<file path="src/rtl/tdc_sample_ctrl.sv">
// rtl/tdc_sample_ctrl.sv - TDC measurement sequencer: arm, settle, pop-count sample, burst average
module tdc_sample_ctrl #(
    parameter int N        = 64,
    parameter int AVG_LOG2 = 2,
    parameter int SETTLE   = 2,
    parameter int TIMEOUT  = 255,
    localparam int W       = $clog2(N) + 1
) (
    input  logic         clk,
    input  logic         rst,
    input  logic         start,
    output logic         busy,
    input  logic         hit,
    output logic         arm,
    output logic         pc_en,
    input  logic [W-1:0] pc_y,
    output logic         res_valid,
    input  logic         res_ready,
    output logic [W-1:0] res_data,
    output logic         res_timeout
);

    localparam int AW = W + AVG_LOG2;
    localparam int CW = (AVG_LOG2 > 0) ? AVG_LOG2 : 1;
    localparam int TW = $clog2(TIMEOUT + 1);
    localparam int SW = 4;

    localparam logic [CW-1:0] SMP_LAST = CW'((1 << AVG_LOG2) - 1);
    localparam logic [TW-1:0] TO_MAX   = TW'(TIMEOUT);
    localparam logic [SW-1:0] SET_LAST = SW'((SETTLE > 0) ? SETTLE - 1 : 0);

    typedef enum logic [2:0] {
        S_IDLE,
        S_ARM,
        S_SETTLE,
        S_SAMPLE,
        S_CAPTURE,
        S_DONE
    } state_t;

    state_t        state, state_nxt;
    logic [AW-1:0] acc;
    logic [AW-1:0] acc_sum;
    logic [CW-1:0] smp_cnt;
    logic [TW-1:0] to_cnt;
    logic [SW-1:0] set_cnt;
    logic          to_flag;

    assign acc_sum = acc + AW'(pc_y);

    always_comb begin
        state_nxt = state;
        case (state)
            S_IDLE:    if (start) state_nxt = S_ARM;
            S_ARM: begin
                if (hit)                  state_nxt = (SETTLE == 0) ? S_SAMPLE : S_SETTLE;
                else if (to_cnt == TO_MAX) state_nxt = S_DONE;
            end
            S_SETTLE:  if (set_cnt == SET_LAST) state_nxt = S_SAMPLE;
            S_SAMPLE:  state_nxt = S_CAPTURE;
            S_CAPTURE: state_nxt = (smp_cnt == SMP_LAST) ? S_DONE : S_ARM;
            S_DONE:    if (res_ready) state_nxt = S_IDLE;
            default:   state_nxt = S_IDLE;
        endcase
    end

    always_ff @(posedge clk or posedge rst) begin
        if (rst) begin
            state <= S_IDLE;
        end else begin
            state <= state_nxt;
        end
    end

    // The result is latched on entry to DONE so it holds steady through any backpressure.
    always_ff @(posedge clk or posedge rst) begin
        if (rst) begin
            acc      <= '0;
            smp_cnt  <= '0;
            to_cnt   <= '0;
            set_cnt  <= '0;
            to_flag  <= 1'b0;
            res_data <= '0;
        end else begin
            if (state == S_IDLE && start) begin
                acc     <= '0;
                smp_cnt <= '0;
                to_flag <= 1'b0;
            end

            if (state != S_ARM) begin
                to_cnt <= '0;
            end else if (!hit) begin
                if (to_cnt == TO_MAX) begin
                    to_flag  <= 1'b1;
                    res_data <= '0;
                end else begin
                    to_cnt <= to_cnt + TW'(1);
                end
            end

            if (state != S_SETTLE) begin
                set_cnt <= '0;
            end else begin
                set_cnt <= set_cnt + SW'(1);
            end

            if (state == S_CAPTURE) begin
                acc <= acc_sum;
                if (smp_cnt == SMP_LAST) begin
                    res_data <= acc_sum[AW-1:AVG_LOG2];
                end else begin
                    smp_cnt <= smp_cnt + CW'(1);
                end
            end
        end
    end

    assign busy        = (state != S_IDLE);
    assign arm         = (state == S_ARM);
    assign pc_en       = (state == S_SAMPLE);
    assign res_valid   = (state == S_DONE);
    assign res_timeout = to_flag;

endmodule

</file>
<file path="config.mk">
export PLATFORM = sky130hd
export DESIGN_NAME = tdc_sample_ctrl
export DESIGN_NICKNAME = d
export VERILOG_FILES = /design/src/rtl/tdc_sample_ctrl.sv
export SDC_FILE = /design/constraint.sdc
export NUM_CORES = 1
export LEC_CHECK = 0
export ABC_AREA = 1
export ABC_CLOCK_PERIOD_IN_PS = 3460
export BUFFER_PORTS_ARGS = -buffer_cell sky130_fd_sc_hd__buf_2
export CORE_UTILIZATION = 60
export DETAILED_ROUTE_END_ITERATION = 10
export PLACE_DENSITY = 0.91
export SYNTH_ARGS = -nofsm -noshare
export SYNTH_HDL_FRONTEND = slang
export SYNTH_SLANG_ARGS = --single-unit
export TNS_END_PERCENT = 20
</file>
<file path="constraint.sdc">
create_clock -name clk -period 3.46 [get_ports clk]
set_input_delay 0.173 -clock clk [delete_from_list [all_inputs] [get_ports clk]]
set_output_delay 0.173 -clock clk [all_outputs]
set_load 0.05 [all_outputs]
</file>
## Word level (Yosys, flattened, before mapping)

Index checks and enable logic that the tools add are counted.

- Add/subtract/negate cells: 4
- Eq/ne operators: 16
- Muxes and demuxes: 25
- Reduce and logical (&&, ||, !) cells: 6

Operators with widths:

| operator | count |
|---|---|
| 2-to-1 mux 7 bit | 5 |
| 2-to-1 mux 8 bit | 3 |
| 2-to-1 mux 3 bit | 6 |
| 2-to-1 mux 9 bit | 2 |
| case mux 3 bit (6 select lines) | 1 |
| adder 9 x 7 -> 9 bit | 1 |
| adder 8 x 1 -> 8 bit (second input constant) | 1 |
| == test 8 bit (second input constant) | 1 |
| == test 3 x 2 -> 1 bit (second input constant) | 2 |
| == test 3 bit (second input constant) | 2 |
| 2-to-1 mux 2 bit | 3 |
| != test 2 bit (second input constant) | 3 |
| != test 3 x 2 -> 1 bit (second input constant) | 2 |
| adder 4 x 1 -> 4 bit (second input constant) | 1 |
| == test 4 x 1 -> 1 bit (second input constant) | 1 |
| 2-to-1 mux 1 bit | 4 |
| 2-to-1 mux 4 bit | 1 |
| != test 2 x 1 -> 1 bit (second input constant) | 2 |
| AND reduction 4 bit | 1 |
| == test 3 x 1 -> 1 bit (second input constant) | 1 |
| zero test 3 bit | 1 |
| != test 3 x 1 -> 1 bit (second input constant) | 1 |
| nonzero test 3 bit | 1 |
| adder 2 x 1 -> 2 bit (second input constant) | 1 |
| 4 further kinds | 4 |

- Register bits: 34
- Input port bits: 12
- Output and inout bits: 12
- Word-level logic and storage cells: 58

## Longest topological paths before layout

Gate-level depths: netlist (run 1).

- Word-level depth: 6
- Depth in mapped cells: 9
- Mapped depth without buffers: 9

## Least setup slack after synthesis (run 1)

No wires, ideal clock.

- Kind: register to output
- Start: register state[0]
- End: output res_valid
- Data arrival time: 1,608 ps
- Required time: 3,287 ps
- Slack: 1,679 ps
- Cell stages (with the launch flop): 3
- Buffers on the path: 0
- Path through: dfrtp_1 -> inv_2 -> nor3_1

- Word-level cells in the longest chain between the ends: 1

Ends and longest elaborated chain:

| what | RTL line | RTL |
|---|---|---|
| start, declared | 41 | `state_t state, state_nxt;` |
| start signal, assigned | 71 | `state <= state_nxt;` |
| == test 3 bit | 122 | `assign res_valid = (state == S_DONE);` |
| end, declared | 17 | `output logic res_valid,` |

No other way between the ends.

## Worst setup path after layout (run 1)

- Start: register acc[0]
- End: register acc[4]

- Word-level cells in the longest chain between the ends: 2

Ends and longest elaborated chain:

| what | RTL line | RTL |
|---|---|---|
| start, declared | 42 | `logic [AW-1:0] acc;` |
| start signal, assigned | 109 | `acc <= acc_sum;` |
| adder 9 x 7 -> 9 bit | 49 | `assign acc_sum = acc + AW'(pc_y);` |
| 2-to-1 mux 9 bit | 108 | `if (state == S_CAPTURE) begin` |

No other way between the ends.
A chain may end at the register's enable or synchronous reset.

==> flow_metrics.py, run 1 <==
metrics = {
    "pwr": {
        "ir_worst_vdd_mv": 0.4397,
        "leakagePower_uw": 0.001338,
        "power.density_nw_per_um2": 730.6,
    },
    "setup_path": {
        "max_stage_delay_ns": 0.41,
        "crit_family": "simple AND/OR/NAND/NOR gates",
        "crit_path_top_delay_cell": "fa_1",
        "r2r-end": "acc[4]",
        "r2r_slack_ns": 1.62,
        "worst-r2r-cell-count": 8,
        "cpMostUsedCell": "nand2_1",
        "critPathMaxFanout": 3,
        "r2r_start": "acc[0]",
        "critical_path_arrival_ns": 2.09,
        "crit_buf_inv": 0,
        "startpoint_type": "flip-flop",
        "crit_chain": "ha_1 -> fa_1 -> nand2_1 -> nand2_1 -> and2_1 -> or2_2 -> nand3_1 -> nand2_1",
        "worstSetupPathType": "reg -> reg",
        "crit_path_end_kind": "flip-flop",
        "required_ns": 3.70,
    },
    "floorplanning": {
        "start_util_pct": 65.35,
        "placementRows": 20,
        "ios": 24,
        "die_area_um2": 3701,
        "fp.dieH_um": 60.84,
        "core_area_um2": 3178,
        "die_w_um": 60.84,
    },
    "sta": {
        "report.final.slew_viol_count": 0,
        "skew_ns": 0.01603,
        "period_share_pct": 53.23,
        "fmax_ghz": 0.5429,
        "rsz0062_at_grt": "false",
        "tns_ns": 0,
        "slew-limit-headroom_pct": 72.13,
        "hold_viol": 0,
        "worstMarginPinSlew_ns": 0.4181,
        "setup_viol": 0,
        "finalCriticalPeriod_ns": 1.842,
    },
    "final_layout": {
        "final_core_util_pct": 72.40,
        "n_antenna_cell": 0,
        "design_area_um2": 2301,
        "drive_gt1_share_pct": 19.40,
        "syn_to_final_growth_pct": 10.78,
        "n_fill_cell": 261,
        "final_cells": 343,
        "final_nets": 323,
    },
    "synthesis": {
        "netlist-cell-type-count": 30,
        "synthMuxAreaShare_pct": 0,
        "synthTopCellsByArea": "dfrtp_1, nand2_1, nand3_1, ha_1, inv_1",
        "syn-cell-area_um2": 2077,
        "synth-simple-area-share_pct": 36.08,
        "postSynthCellCount": 268,
        "syn_area_per_cell_um2": 7.750,
        "synth_top_family_by_area": "simple AND/OR/NAND/NOR gates",
        "synthesis.nets": 292,
        "synth_compound_area_share_pct": 5.482,
        "ys_seq_area_share_pct": 40.96,
        "ys_seq_elements": 34,
        "synth.top_cell.area_share_pct": 40.96,
        "synth_xor_area_share_pct": 2.108,
        "synth_adder_area_share_pct": 7.590,
        "ys_warn_count": 0,
        "yosysTopAreaCell": "dfrtp_1",
    },
    "clocking": {
        "clkLatencyLatePin_ns": 0.34,
        "cts-root-buf": "clkbuf_4",
        "clock-sinks": 34,
        "cts_max_path_buffers": 2,
        "cts-htree-levels": 2,
        "cts_made_buffers": 5,
        "cts_tree": "built",
        "path_clk_slew_ns": 0.11,
    },
    "hold_path": {
        "min_path_type": "in -> reg",
        "holdPathEnd": "state[2]",
        "worstHoldPathCells": 4,
        "hp-start": "res_ready",
    },
    "place": {
        "globalplace.congestion": 0.8405,
        "io_buffers": 23,
        "place_area_um2": 2243,
        "dp.cells": 335,
        "dp_hpwl_um": 3109,
    },
    "drt": {
        "viasPerCell": 5.283,
        "drtAntennaViolNets": 0,
        "drt_iter0_drc": 92,
        "drtPass1Iterations": 4,
        "routed_wl_um": 3984,
        "route.detailed.drc": 0,
        "routedWlPerCell_um": 11.62,
        "vias": 1812,
    },
    "flow_run": {
        "max_cap_viol_count": 0,
    },
    "grt": {
        "grt_start_max_net_pins": 35,
        "antenna_found_initial": 0,
        "grt_pass1_wl_um": 6844,
        "grt_pass1_vias": 1687,
        "grt_overflow": 0,
        "grt_use_total_pct": 26.19,
    },
    "run_status": {
        "status": "complete, no violations",
    },
}
-- sequential cells by signal, indices dropped and copies added (netlist names) --
name         count
state            3
acc              9
res_data         7
set_cnt          4
res_timeout      1
smp_cnt          2
to_cnt           8
-- area by class of cell --
cell class	instances	area (um^2)	share of cell area, %
Multi-Input combinational cell	193	1065	46.28
Sequential cell	34	850.8	36.98
Inverter	40	150.1	6.525
Timing Repair Buffer	25	132.6	5.764
Tap cell	44	55.05	2.393
Clock buffer	5	37.54	1.631
Clock inverter	2	10.01	0.4350
-- cell families after synthesis --
kind of cell,after synthesis
simple gates,156
buf+inv,41
flops,34
compound gates,20
fa+ha+maj,12
xor+xnor,5
-- worst reg2reg max path, cell delays in order (launching register included) --
cell and delay [ns]:
dfrtp_1 0.39, ha_1 0.21, fa_1 0.41, nand2_1 0.11, nand2_1 0.08, and2_1 0.15, or2_2 0.28, nand3_1 0.08
nand2_1 0.05
-- per-layer routing --
layer	vias to the layer above	track usage, %	routed length [um]
met2	41	40.66	1821
met1	842	33.84	1901
met4	0	12.34	56
met3	7	7.676	204
li1	922	-	-
met5	-	0	0
-- power by group --
group	internal, uW	total, uW	switching (uW)
Clock	73.0	199	126
Sequential	506	595	89.3
Combinational	270	887	616
Total	849	1680	832
-- worst max-delay path by stage --
stage | startpoint | endpoint | slack (ns) | cells after the start
final | acc[0] | acc[4] | 1.62 | 8
after global routing | acc[0] | acc[4] | 1.49 | 8
after CTS | acc[0] | acc[4] | 1.62 | 8
after detailed placement | acc[0] | acc[4] | 1.63 | 8
after global placement | acc[0] | res_data[2] | 1.70 | 8
after floorplan | state[0] | res_valid | 1.68 | 2
-- synthesized netlist by cell type, drive strengths merged --
| master | instances |
|---|---|
| xor2 | 4 |
| or2 | 2 |
| nand3 | 38 |
| o21ai | 11 |
| a21boi | 1 |
| dfrtp | 34 |
| nor3 | 1 |
| o22ai | 1 |
| buf | 1 |
| nor2 | 24 |
| xnor2 | 1 |
| and2 | 1 |
| a22o | 2 |
| nand3b | 1 |
| nand4 | 5 |
| inv | 40 |
| o21bai | 1 |
| a21oi | 4 |
| nand2 | 84 |
| ha | 11 |
| fa | 1 |
-- through the flow --
stage               hold WS, ns  setup slack, ns  total power, uW
finish                   0.1335            1.618             1681
global route             0.1396            1.490             1838
CTS                      0.1198            1.621             1689
detailed placement       0.2904            1.626             1486
global placement         0.2878            1.702             1450
floorplan                0.3146            1.679             1294
-- cell usage in the layout, fill, tap and decap left out --
master	instances
xor2_1	4
inv_2	9
dlygate4sd3_1	1
nand2_2	6
nand4_1	5
buf_4	1
nand2_1	76
nor2_8	1
o21ai_1	7
and2_1	1
xnor2_1	1
fa_1	1
nand3_4	1
nor3_1	1
clkinv_2	2
nor2_2	1
o21ai_0	4
ha_1	11
clkbuf_4	5
nand2_4	2
nor2_4	2
a21boi_0	1
nor2_1	20
buf_2	23
dfrtp_1	34
o21bai_1	1
o22ai_1	1
nand3_1	34
a21oi_1	4
inv_1	31
a22o_1	2
or2_2	2
nand3_2	3
nand3b_1	1
-- repair_timing --
item / 4_1_cts / 5_1_grt
resized for setup: 0 / 0
buffers inserted: 0 / 0
hold buffers: 1 / 0
hold endpoints to repair: 34 / 0
Power figures use the tool's default switching activity.
==> run 2, diff against run 1 <==
- ABC_CLOCK_PERIOD_IN_PS: 3460 -> 1650
- CORE_UTILIZATION: 60 -> 52
- PLACE_DENSITY: 0.91 -> 0.84
- clock period: 3.46 -> 1.65 ns (I/O delays scaled with it)
==> run 2 against run 1 <==
The flow now finishes with violations (setup timing). Utilization is 8.0 points lower. Maximum frequency increased by 11%. First-iteration DRC count rose by 2.2%. Clock skew fell by 0.011 ns. Clock-buffer cell count is 2 higher. Largest cell class unchanged.
==> flow_metrics.py, run 2 (synthesized netlist as in run 1, its figures left out) <==
metrics = {
    "clocking": {
        "cts-htree-levels": 2,
        "clock-sinks": 34,
        "clkLatencyLatePin_ns": 0.28,
        "cts_tree": "built",
        "cts_made_buffers": 5,
        "cts_max_path_buffers": 2,
        "cts-root-buf": "clkbuf_8",
        "path_clk_slew_ns": 0.07,
    },
    "run_status": {
        "violations": "setup timing",
        "status": "complete, but fails checks",
    },
    "setup_path": {
        "crit_path_end_kind": "flip-flop",
        "startpoint_type": "flip-flop",
        "critical_path_arrival_ns": 1.84,
        "worstSetupPathType": "reg -> reg",
        "critPathMaxFanout": 2,
        "required_ns": 1.83,
    },
    "final_layout": {
        "final_common_cell": "nand2_1",
        "final_nets": 325,
        "syn_to_final_growth_pct": 16.02,
        "most-common-layout-cells": "nand2_1, dfrtp_1, nand3_1, inv_1, buf_2",
        "final_cells": 350,
        "largest_reg_flops": 9,
        "max_flop_register": "acc",
        "reg.largest.list": "acc: 9 flops, to_cnt: 8 flops, res_data: 7 flops",
        "final_core_util_pct": 64.37,
        "design_area_um2": 2410,
        "drive_gt1_share_pct": 22.85,
        "n_antenna_cell": 0,
    },
    "pwr": {
        "seqPwrFrac_pct": 33.0,
        "power.density_nw_per_um2": 1581,
        "leakagePower_uw": 0.001368,
        "ir_worst_vdd_mv": 0.7053,
        "p_sw_share_pct": 47.18,
        "internal-power_uw": 2012,
        "p_comb_share_pct": 50.6,
        "power_frac_clock_pct": 16.4,
        "switchingPower_uw": 1797,
    },
    "sta": {
        "fmax_ghz": 0.6002,
        "setup_viol": 2,
        "finalCriticalPeriod_ns": 1.666,
        "skew_ns": 0.005417,
        "whs_ns": 0.1107,
        "setup_slack_ns": -0.01610,
        "hold_viol": 0,
        "tns_ns": -0.02114,
        "period_share_pct": 101.0,
        "slew-limit-headroom_pct": 70.99,
        "report.final.slew_viol_count": 0,
        "worstMarginPinSlew_ns": 0.4351,
        "rsz0062_at_grt": "true",
    },
    "floorplanning": {
        "start_util_pct": 55.48,
        "die_area_um2": 4251,
        "fp.dieH_um": 65.20,
        "ios": 24,
        "core_area_um2": 3744,
        "placementRows": 22,
        "die_w_um": 65.20,
    },
    "drt": {
        "route.detailed.drc": 0,
        "drt_iter0_drc": 94,
        "routedWlPerCell_um": 12.25,
        "drtPass1Iterations": 4,
        "viasPerCell": 5.160,
        "routed_wl_um": 4287,
        "vias": 1806,
        "drtAntennaViolNets": 0,
    },
    "place": {
        "dp_hpwl_um": 3093,
        "dp.cells": 340,
        "globalplace.congestion": 0.9306,
        "place_area_um2": 2263,
        "io_buffers": 23,
    },
    "grt": {
        "grt_start_max_net_pins": 35,
        "antenna_found_initial": 0,
        "gr-usage-met1_pct": 29.41,
        "grt_overflow": 0,
        "grt_pass1_wl_um": 7521,
        "grt_pass1_vias": 1727,
        "grtUsageMet2_pct": 38.79,
        "grt_use_total_pct": 22.96,
        "met3_usage_pct": 5.556,
        "grt-busiest-layer": "met2",
    },
    "hold_path": {
        "min_path_type": "in -> reg",
    },
    "flow_run": {
        "max_cap_viol_count": 0,
    },
}
-- run 2: power groups by stage --
stage               combinational, uW  sequential (uW)  clock, uW
floorplan                        1270             1460          0
global placement                 1810             1260          0
detailed placement               1860             1260          0
CTS                              1920             1250        637
global route                     2150             1290        680
finish                           1930             1260        627
-- run 2: critical path: stages (launching register included) --
cell	delay [ns]
dfrtp_1	0.41
ha_4	0.17
fa_2	0.35
nand2_2	0.08
nand2_2	0.06
and2_4	0.14
or2_4	0.24
nand3_2	0.06
nand2_1	0.05
-- run 2: layout make-up --
type | count | area [um^2]
clock buffer | 7 | 86.33
clock inverter | 1 | 5.005
inverter | 40 | 150.1
sequential | 34 | 850.8
multi-input combinational | 193 | 1110
tap | 48 | 60.06
fill | 342 | 1334
timing repair buffer | 27 | 147.6
-- run 2: per-layer routing --
| layer | up-vias | share of wire [%] |
|---|---|---|
| met1 | 845 | 46 |
| met3 | 4 | 4.2 |
| li1 | 921 | - |
| met4 | 0 | 0.82 |
| met5 | - | 0 |
| met2 | 36 | 49 |
-- run 2: per-stage QoR --
stage / total power (uW) / setup WS [ns]
finish: 3809 / -0.01610
global route: 4119 / -0.06976
CTS: 3810 / -0.06080
detailed placement: 3118 / -0.1190
global placement: 3062 / -0.05998
floorplan: 2721 / -0.01496
-- run 2: final timing paths --
kind	from	endpoint	slack, ns	depth (start not counted)
max in group asynchronous	rst	res_data[3]	0.91	4
min in group asynchronous	rst	acc[2]	0.43	4
setup / recovery	acc[0]	res_data[2]	-0.02	8
setup reg to reg	acc[0]	res_data[2]	-0.02	8
hold / removal	res_ready	state[2]	0.11	4
hold reg to reg	res_timeout	res_timeout	0.47	2
-- run 2: timing repair --
| item | CTS | global route |
|---|---|---|
| hold endpoints to repair | 34 | 0 |
| setup buffers | 1 | 0 |
| hold buffers | 1 | 0 |
| pin swaps | 2 | 4 |
| resized for setup | 8 | 2 |
| endpoints found under the setup margin | 2 | 8 |
==> run 3, diff against run 2 <==
- CORE_MARGIN: default -> 2
- HOLD_SLACK_MARGIN: default -> 0.15
==> run 3 against run 2 <==
The flow still finishes with violations (setup timing). Sequential cell count stayed put. Utilization is 1.0 points higher. Clock-buffer cell count stayed put. Clock power is 2% higher. Sequential share of layout area is 0.54 points lower. Largest cell class unchanged. Design area is 1.6% higher. Via count is 2.2% higher. First-iteration DRC count is 17% higher. Worst hold slack better by 0.059 ns. Combinational power is 3% higher.
==> flow_metrics.py, run 3 (synthesized netlist as in run 1, its figures left out) <==
metrics = {
    "floorplanning": {
        "die_area_um2": 4516,
        "fp.dieH_um": 67.20,
        "placementRows": 22,
        "die_w_um": 67.20,
        "core_area_um2": 3744,
        "start_util_pct": 55.48,
        "ios": 24,
    },
    "drt": {
        "routed_wl_um": 4407,
        "routedWlPerCell_um": 12.45,
        "vias": 1845,
        "drtAntennaViolNets": 0,
        "drt_iter0_drc": 110,
        "route.detailed.drc": 0,
        "drtPass1Iterations": 5,
        "viasPerCell": 5.212,
    },
    "place": {
        "dp.cells": 340,
        "dp_hpwl_um": 3242,
        "place_area_um2": 2263,
        "post-place-ws_ns": -0.1060,
        "globalplace.congestion": 0.9383,
        "io_buffers": 23,
    },
    "grt": {
        "grt_pass1_vias": 1718,
        "antenna_found_initial": 0,
        "grt_pass1_wl_um": 7541,
        "grt_overflow": 0,
        "grt_use_total_pct": 22.66,
        "grt_start_max_net_pins": 35,
    },
    "sta": {
        "finalCriticalPeriod_ns": 1.667,
        "setup_slack_ns": -0.01684,
        "setup_viol": 2,
        "period_share_pct": 101.0,
        "skew_ns": 0.006074,
        "report.final.slew_viol_count": 0,
        "rsz0062_at_grt": "true",
        "hold_viol": 0,
        "slew-limit-headroom_pct": 71.14,
        "fmax_ghz": 0.5999,
        "worstMarginPinSlew_ns": 0.4329,
    },
    "clocking": {
        "cts-htree-levels": 2,
        "clkLatencyLatePin_ns": 0.29,
        "cts_made_buffers": 5,
        "cts-root-buf": "clkbuf_8",
        "cts_max_path_buffers": 2,
        "clock-sinks": 34,
        "cts_tree": "built",
        "path_clk_slew_ns": 0.07,
    },
    "final_layout": {
        "largest_reg_flops": 9,
        "final_common_cell": "nand2_1",
        "n_antenna_cell": 0,
        "design_area_um2": 2447,
        "final_core_util_pct": 65.37,
        "syn_to_final_growth_pct": 17.83,
        "reg.largest.list": "acc: 9 flops, to_cnt: 8 flops, res_data: 7 flops",
        "most-common-layout-cells": "nand2_1, dfrtp_1, nand3_1, inv_1, buf_2",
        "drive_gt1_share_pct": 23.53,
        "final_cells": 354,
        "max_flop_register": "acc",
        "final_nets": 329,
    },
    "run_status": {
        "violations": "setup timing",
        "status": "complete, but fails checks",
    },
    "pwr": {
        "finalPower_uw": 3869,
        "ir_worst_vdd_mv": 1.096,
        "power.density_nw_per_um2": 1581,
        "leakagePower_uw": 0.001385,
    },
    "flow_run": {
        "max_cap_viol_count": 0,
    },
    "setup_path": {
        "worstSetupPathType": "reg -> reg",
        "critPathMaxFanout": 2,
        "required_ns": 1.84,
        "critical_path_arrival_ns": 1.85,
        "startpoint_type": "flip-flop",
        "crit_path_end_kind": "flip-flop",
    },
    "hold_path": {
        "min_path_type": "in -> reg",
    },
}
run 3: area by class of cell:
class / count / area (um^2)
tap: 48 / 60.06
clock inverter: 1 / 5.005
fill: 311 / 1296
sequential: 34 / 850.8
multi-input combinational: 193 / 1112
clock buffer: 7 / 86.33
timing repair buffer: 31 / 182.7
inverter: 40 / 150.1
run 3: worst max-delay path: stages (launching register included):
cell and delay (ns):
dfrtp_1 0.41, ha_4 0.18, fa_2 0.34, nand2_2 0.08
nand2_2 0.06, and2_4 0.14, or2_4 0.23, nand3_2 0.06
nand2_1 0.05
run 3: per-layer routing:
layer | GRT usage, % | vias up | wire, um
met2 | 38.74 | 35 | 2217
met1 | 27.98 | 875 | 1966
met5 | 0 | - | 0
met4 | 8.163 | 0 | 65
met3 | 5.333 | 7 | 158
li1 | - | 928 | -
run 3: metrics by stage:
step                hold slack (ns)  setup TNS [ns]
global route                 0.1836         -0.2281
floorplan                    0.2241        -0.02890
global placement             0.1968         -0.1185
finish                       0.1695        -0.02456
CTS                          0.1651         -0.2329
detailed placement           0.2002         -0.2087
run 3: final timing paths:
path	from	to	slack (ns)	cells past startpoint
setup / recovery	acc[0]	res_data[2]	-0.02	8
hold / removal	start	state[2]	0.17	5
setup reg to reg	acc[0]	res_data[2]	-0.02	8
hold reg to reg	res_timeout	res_timeout	0.47	2
max in group asynchronous	rst	res_data[3]	0.89	4
min in group asynchronous	rst	smp_cnt[0]	0.44	4
run 3: repair_timing:
item                       CTS  global route
setup buffers                1             2
gates resized for setup      7             3
cloned                       0             0
hold endpoints to repair    36             0
pin swaps                    2             3
setup endpoints to repair    2             9
hold buffers                 3             0
run 3: where the power goes:
part	switching, uW	internal [uW]
clock	305	336
sequential	188	1060
combinational	1340	633
total	1840	2030
